[config.mk]
export PLATFORM = sky130hd
export DESIGN_NAME = st_packets_to_bytes_enc
export DESIGN_NICKNAME = d
export VERILOG_FILES = /design/src/rtl/st_packets_to_bytes_enc_pkg.sv /design/src/rtl/st_byte_escape.sv /design/src/rtl/st_packets_to_bytes_enc.sv
export SDC_FILE = /design/constraint.sdc
export NUM_CORES = 1
export LEC_CHECK = 0
export ABC_AREA = 1
export CAP_MARGIN = 25
export CORE_ASPECT_RATIO = 1.75
export CORE_MARGIN = 2
export CORE_UTILIZATION = 54
export DETAILED_ROUTE_END_ITERATION = 8
export PLACE_DENSITY_LB_ADDON = 0.3
export SLEW_MARGIN = 20
export SYNTH_ARGS = -nofsm -noshare
export SYNTH_HDL_FRONTEND = slang
export SYNTH_SLANG_ARGS = --single-unit
[constraint.sdc]
create_clock -name clk -period 2.7 [get_ports clk]
set_input_delay 0.405 -clock clk [delete_from_list [all_inputs] [get_ports clk]]
set_output_delay 0.405 -clock clk [all_outputs]
set_load 0.005 [all_outputs]
[src/rtl/st_packets_to_bytes_enc_pkg.sv]
// Shared byte-stream framing constants and encoder FSM encodings; the
// byte-to-packet decoder imports this package for the same special bytes.
package st_packets_to_bytes_enc_pkg;

  localparam logic [7:0] SOP_BYTE  = 8'h7A;
  localparam logic [7:0] EOP_BYTE  = 8'h7B;
  localparam logic [7:0] CHAN_BYTE = 8'h7C;
  localparam logic [7:0] ESC_BYTE  = 8'h7D;
  localparam logic [7:0] ESC_MASK  = 8'h20;

  // Each state names the byte currently presented on out_data.
  typedef enum logic [2:0] {
    ST_IDLE, ST_CHAN, ST_CHAN_ESC, ST_CHAN_VAL,
    ST_SOP, ST_EOP, ST_DATA_ESC, ST_DATA
  } enc_state_t;

  typedef struct packed {
    logic [7:0] data;
    logic [7:0] chan;
    logic       sop;
    logic       eop;
    logic       hdr;
  } beat_t;

  function automatic logic is_special(logic [7:0] b);
    return (b >= SOP_BYTE) && (b <= ESC_BYTE);
  endfunction

  // Byte sequence of one beat: CHAN [ESC] chan, SOP, EOP, [ESC] data.
  // Steps over any element the beat does not need.
  function automatic enc_state_t next_state(enc_state_t cur, logic hdr,
                                            logic chan_esc, logic sop,
                                            logic eop, logic data_esc);
    enc_state_t data_st, eop_st, sop_st, n;
    data_st = data_esc ? ST_DATA_ESC : ST_DATA;
    eop_st  = eop ? ST_EOP : data_st;
    sop_st  = sop ? ST_SOP : eop_st;
    case (cur)
      ST_IDLE:     n = hdr ? ST_CHAN : sop_st;
      ST_CHAN:     n = chan_esc ? ST_CHAN_ESC : ST_CHAN_VAL;
      ST_CHAN_ESC: n = ST_CHAN_VAL;
      ST_CHAN_VAL: n = sop_st;
      ST_SOP:      n = eop_st;
      ST_EOP:      n = data_st;
      ST_DATA_ESC: n = ST_DATA;
      default:     n = ST_IDLE;
    endcase
    return n;
  endfunction

endpackage

[src/rtl/st_byte_escape.sv]
// Combinational escape check: flags framing bytes and returns the byte that
// follows ESC on the wire (original byte when no escape is needed).
module st_byte_escape
  import st_packets_to_bytes_enc_pkg::*;
(
  input  logic [7:0] byte_in,
  output logic       needs_esc,
  output logic [7:0] byte_out
);

  assign needs_esc = is_special(byte_in);
  assign byte_out  = needs_esc ? (byte_in ^ ESC_MASK) : byte_in;

endmodule

[src/rtl/st_packets_to_bytes_enc.sv]
// Avalon-ST packet to byte-stream encoder: frames each beat with optional
// channel header, SOP/EOP markers and escapes, one registered byte per cycle.
module st_packets_to_bytes_enc
  import st_packets_to_bytes_enc_pkg::*;
#(
  parameter bit CHAN_ON_EVERY_SOP = 1'b0,
  parameter bit SEND_CHANNEL      = 1'b1
) (
  input  logic       clk,
  input  logic       reset,
  output logic       in_ready,
  input  logic       in_valid,
  input  logic [7:0] in_data,
  input  logic [7:0] in_channel,
  input  logic       in_startofpacket,
  input  logic       in_endofpacket,
  input  logic       out_ready,
  output logic       out_valid,
  output logic [7:0] out_data
);

  enc_state_t state, state_nxt;
  beat_t      cap, cur;
  logic       chan_sent;
  logic [7:0] last_chan;
  logic       accept, advance, final_byte, hdr_due;
  logic       chan_needs_esc, data_needs_esc;
  logic [7:0] chan_enc, data_enc, byte_nxt;

  assign advance    = out_valid && out_ready;
  assign final_byte = (state == ST_DATA);
  // Ready on the last byte's handshake lets the next beat follow with no bubble.
  assign in_ready   = !reset && ((state == ST_IDLE) || (advance && final_byte));
  assign accept     = in_valid && in_ready;
  assign hdr_due    = SEND_CHANNEL &&
                      (!chan_sent || (in_channel != last_chan) ||
                       (CHAN_ON_EVERY_SOP && in_startofpacket));

  // The beat being sequenced: the incoming one on accept, else the captured one.
  always_comb begin
    cur = cap;
    if (accept) begin
      cur.data = in_data;
      cur.chan = in_channel;
      cur.sop  = in_startofpacket;
      cur.eop  = in_endofpacket;
      cur.hdr  = hdr_due;
    end
  end

  st_byte_escape u_chan_esc (
    .byte_in   (cur.chan),
    .needs_esc (chan_needs_esc),
    .byte_out  (chan_enc)
  );

  st_byte_escape u_data_esc (
    .byte_in   (cur.data),
    .needs_esc (data_needs_esc),
    .byte_out  (data_enc)
  );

  always_comb begin
    state_nxt = state;
    if (accept || advance)
      state_nxt = next_state(accept ? ST_IDLE : state, cur.hdr, chan_needs_esc,
                             cur.sop, cur.eop, data_needs_esc);
  end

  always_comb begin
    byte_nxt = 8'h00;
    case (state_nxt)
      ST_CHAN:     byte_nxt = CHAN_BYTE;
      ST_CHAN_ESC: byte_nxt = ESC_BYTE;
      ST_CHAN_VAL: byte_nxt = chan_enc;
      ST_SOP:      byte_nxt = SOP_BYTE;
      ST_EOP:      byte_nxt = EOP_BYTE;
      ST_DATA_ESC: byte_nxt = ESC_BYTE;
      ST_DATA:     byte_nxt = data_enc;
      default:     byte_nxt = 8'h00;
    endcase
  end

  always_ff @(posedge clk or posedge reset) begin
    if (reset) begin
      state     <= ST_IDLE;
      out_valid <= 1'b0;
      out_data  <= 8'h00;
      cap       <= '0;
      chan_sent <= 1'b0;
      last_chan <= 8'h00;
    end else begin
      state <= state_nxt;
      if (accept || advance) begin
        out_valid <= (state_nxt != ST_IDLE);
        if (state_nxt != ST_IDLE) out_data <= byte_nxt;
      end
      if (accept) cap <= cur;
      // The channel only counts as sent once its value byte leaves the block.
      if (advance && (state == ST_CHAN_VAL)) begin
        last_chan <= cap.chan;
        chan_sent <= 1'b1;
      end
    end
  end

endmodule

==> impl_metrics.yaml <==
pwr:
  power_frac_clock_pct: 12.5
  powerDensity_mw_per_mm2: 1063
  peakVddDrop_v: 0.0006520
  swShare_pct: 42.45
  power_frac_comb_pct: 54.6
  p_switching_uw: 1269
  p_leak_uw: 0.001465
  power_frac_seq_pct: 32.9
  p_int_uw: 1721
logic_synthesis:
  syn_inst: 296
  ys.flop_type: "dfrtp_1"
  synthesis.area_mm2: 0.002222
  synth_seq_area_share_pct: 45.05
  ys_types: 29
  post-synth-top-count-cell: "nand2_1"
  synth_top_area_cell: "dfrtp_1"
  synth_edf_count: 0
  yosys-top-cells-count: "nand2_1, inv_1, dfrtp_1"
  syn_nets: 318
  yosys-top-cells-area: "dfrtp_1, nand2_1, inv_1"
  avgSynthCellArea_um2: 7.507
  ys_warn_count: 0
  async_reset_ff_share_pct: 100.0
  synth_top_area_share_pct: 45.05
  ys_ff_latch: 40
detailed_routing:
  route.vias.total: 2054
  antenna_left: 0
  drc: 0
  drt_wl_total_mm: 5.246
  wl_per_cell_um: 13.08
  dr.pass1.iters: 4
  vias_per_cell: 5.122
  drt_iter0_markers: 40
clock_network:
  postCtsHoldBufs: 0
  cts_root_buffer: "clkbuf_8"
  tritoncts: "yes"
  ctsResizeCount: 0
  clock-sinks: 40
  insertion_delay_ns: 0.29
  cts_buffers: 5
  clkTransAtPathRegs_ns: 0.07
  post-cts-setup-buffers: 0
  cts_buffer_depth: 2
  cts_max_level: 2
setup_path:
  arrival_ns: 2.70
  reg2reg_to: "out_data[5]$_DFFE_PP0P_"
  cp-end-kind: "flip-flop"
  rr_worst_depth: 15
  ff2ff_setup_slack_ns: 0.24
  cp.required_ns: 2.92
  worstPathCellList: "clkdlybuf4s50_1 > nand2_1 > o21ai_4 > nand3_4 > buf_4 > nand2_1 > o21ai_1 > nor2_1 > nand3_1 > a21oi_1 > nand3_2 > nand2_4 > nand2_8 > nand3_1 > nor2_1 > a21oi_1"
  worstPathMaxFanout: 14
  crit_slowest_cell: "clkdlybuf4s50_1"
  worstSetupStartpointType: "input pin"
  cpPeakStageDelay_ns: 0.45
  r2r-start: "state[2]$_DFF_PP0_"
  critPathKind: "in2reg"
final_layout:
  fillers: 324
  area_delta_synth_final_pct: 26.58
  fin_util_pct: 72.05
  nets: 375
  seqCellArea_mm2: 0.001001
  drive_gt1_share_pct: 15.30
  antennaDiodeCount: 0
  multi_input_area_um2: 988.4
run:
  drv_cap: 0
timing:
  skew_ns: 0.003549
  holdWs_ns: 0.4660
  rsz0062_at_grt: "no"
  setup_ws_ns: 0.2177
  post-route-period-util_pct: 91.94
  worstMarginPinSlew_ns: 0.4941
  drv_slew: 0
  fin_crit_ns: 2.482
  slew_headroom_pct: 66.98
  fmax_mhz: 402.8
  hold_violations: 0
  setup_viol: 0
run_status:
  status: "finished clean"
die:
  num_io_pins: 32
  core_area_mm2: 0.003904
  die_area_mm2: 0.004664
  die_w_um: 52.49
  fp-row-count: 30
  die_h_um: 88.86
  initial_utilization_pct: 56.92
worst_hold_path:
  hold_path_end: "chan_sent$_DFFE_PP0P_"
  hold_start: "chan_sent$_DFFE_PP0P_"
  whs_path_depth: 2
  hold_path_class: "reg2reg"
global_route:
  grt_max_degree: 18
  grt_overflow: 0
  antenna_found_initial: 0
  grtUsageTotal_pct: 26.04
  grt_pass1_vias: 1949
  grt_pass1_wl_mm: 8.673
placed_design:
  port_buffers: 31
  hpwlAfterDp_mm: 4.198
  gp_congestion: 0.9036
  pre_cts_slack_ns: -0.09202
## registers in the layout, summed over array words and instances, names as in the netlist
name and flops:
cap 19, out_valid 1, last_chan 8, state 3
out_data 8, chan_sent 1
## stage by stage
step	total power [uW]	instances	setup TNS [ns]	instance area, um^2
finish	2989	401	0	2813
global route	3246	401	0	2813
CTS	3007	401	0	2813
detailed placement	2625	394	-0.4784	2735
global placement	2582	394	-0.1519	2735
floorplan	2042	296	0	2223
## routing by layer
metal / track usage (%) / part of all wire (%)
met1: 28.00 / 38
met2: 46.82 / 55
met3: 4.899 / 2.8
met4: 13.52 / 3.5
met5: 0 / 0
## worst max-delay path by stage
stage	slack, ns	end	start
3_5_place_dp	-0.09	out_data[5]$_DFFE_PP0P_	out_ready
4_1_cts	0.21	out_data[5]$_DFFE_PP0P_	out_ready
2_1_floorplan	0.21	out_data[3]$_DFFE_PP0P_	reset
3_3_place_gp	-0.03	out_data[5]$_DFFE_PP0P_	out_ready
6_report	0.22	out_data[5]$_DFFE_PP0P_	out_ready
5_1_grt	0.02	out_data[5]$_DFFE_PP0P_	state[2]$_DFF_PP0_
## power by group through the flow
stage / clock [uW] / sequential [uW] / combinational [uW]
after floorplan: 0 / 963 / 1080
after global placement: 0 / 983 / 1600
after detailed placement: 0 / 993 / 1630
after CTS: 383 / 983 / 1640
after global routing: 409 / 1010 / 1830
final: 373 / 985 / 1630
## layout by cell type (no fill, tap or decap)
master,n
buf_4,27
o21ai_0,10
nand2_1,97
clkinv_2,1
nand4_1,15
nand2_4,2
o21ai_1,3
or2_2,4
nand2_8,1
nand3_4,1
nor3_1,1
xor2_1,3
nand2_2,1
inv_1,43
inv_2,3
o22ai_1,3
o21ai_4,1
nor2_4,1
o21ai_2,4
a21oi_1,10
nand3b_1,1
nand3_1,12
clkdlybuf4s50_1,31
clkbuf_1,1
mux2_2,1
nand3_2,1
nor2_1,27
a21oi_2,1
dfrtp_1,40
clkbuf_8,5
a31oi_1,2
## critical path, delay by kind of cell
kind                   cells  cell delay (ns)
buffers and inverters      2             0.65
AND/OR/NAND/NOR           10             1.05
AO/OA/AOI/OAI              4             0.61
## cell type report
cell class / instances / share of cell area (%)
Clock inverter: 1 / 0.1779
Inverter: 46 / 6.139
Multi-Input combinational cell: 202 / 35.14
Tap cell: 48 / 2.135
Timing Repair Buffer: 58 / 18.24
Sequential cell: 40 / 35.59
Clock buffer: 6 / 2.580
## cell families (layout without fill, tap and decap cells)
logic type	after synthesis	count (layout)	synth area share, %
AO/OA/AOI/OAI	34	34	9.291
XOR/XNOR	3	3	1.183
buffers and inverters	54	111	10.47
flip-flops	40	40	45.05
multiplexers	1	1	0.5067
AND/OR/NAND/NOR	164	164	33.50
No activity file was read; power rests on OpenSTA's default activity.
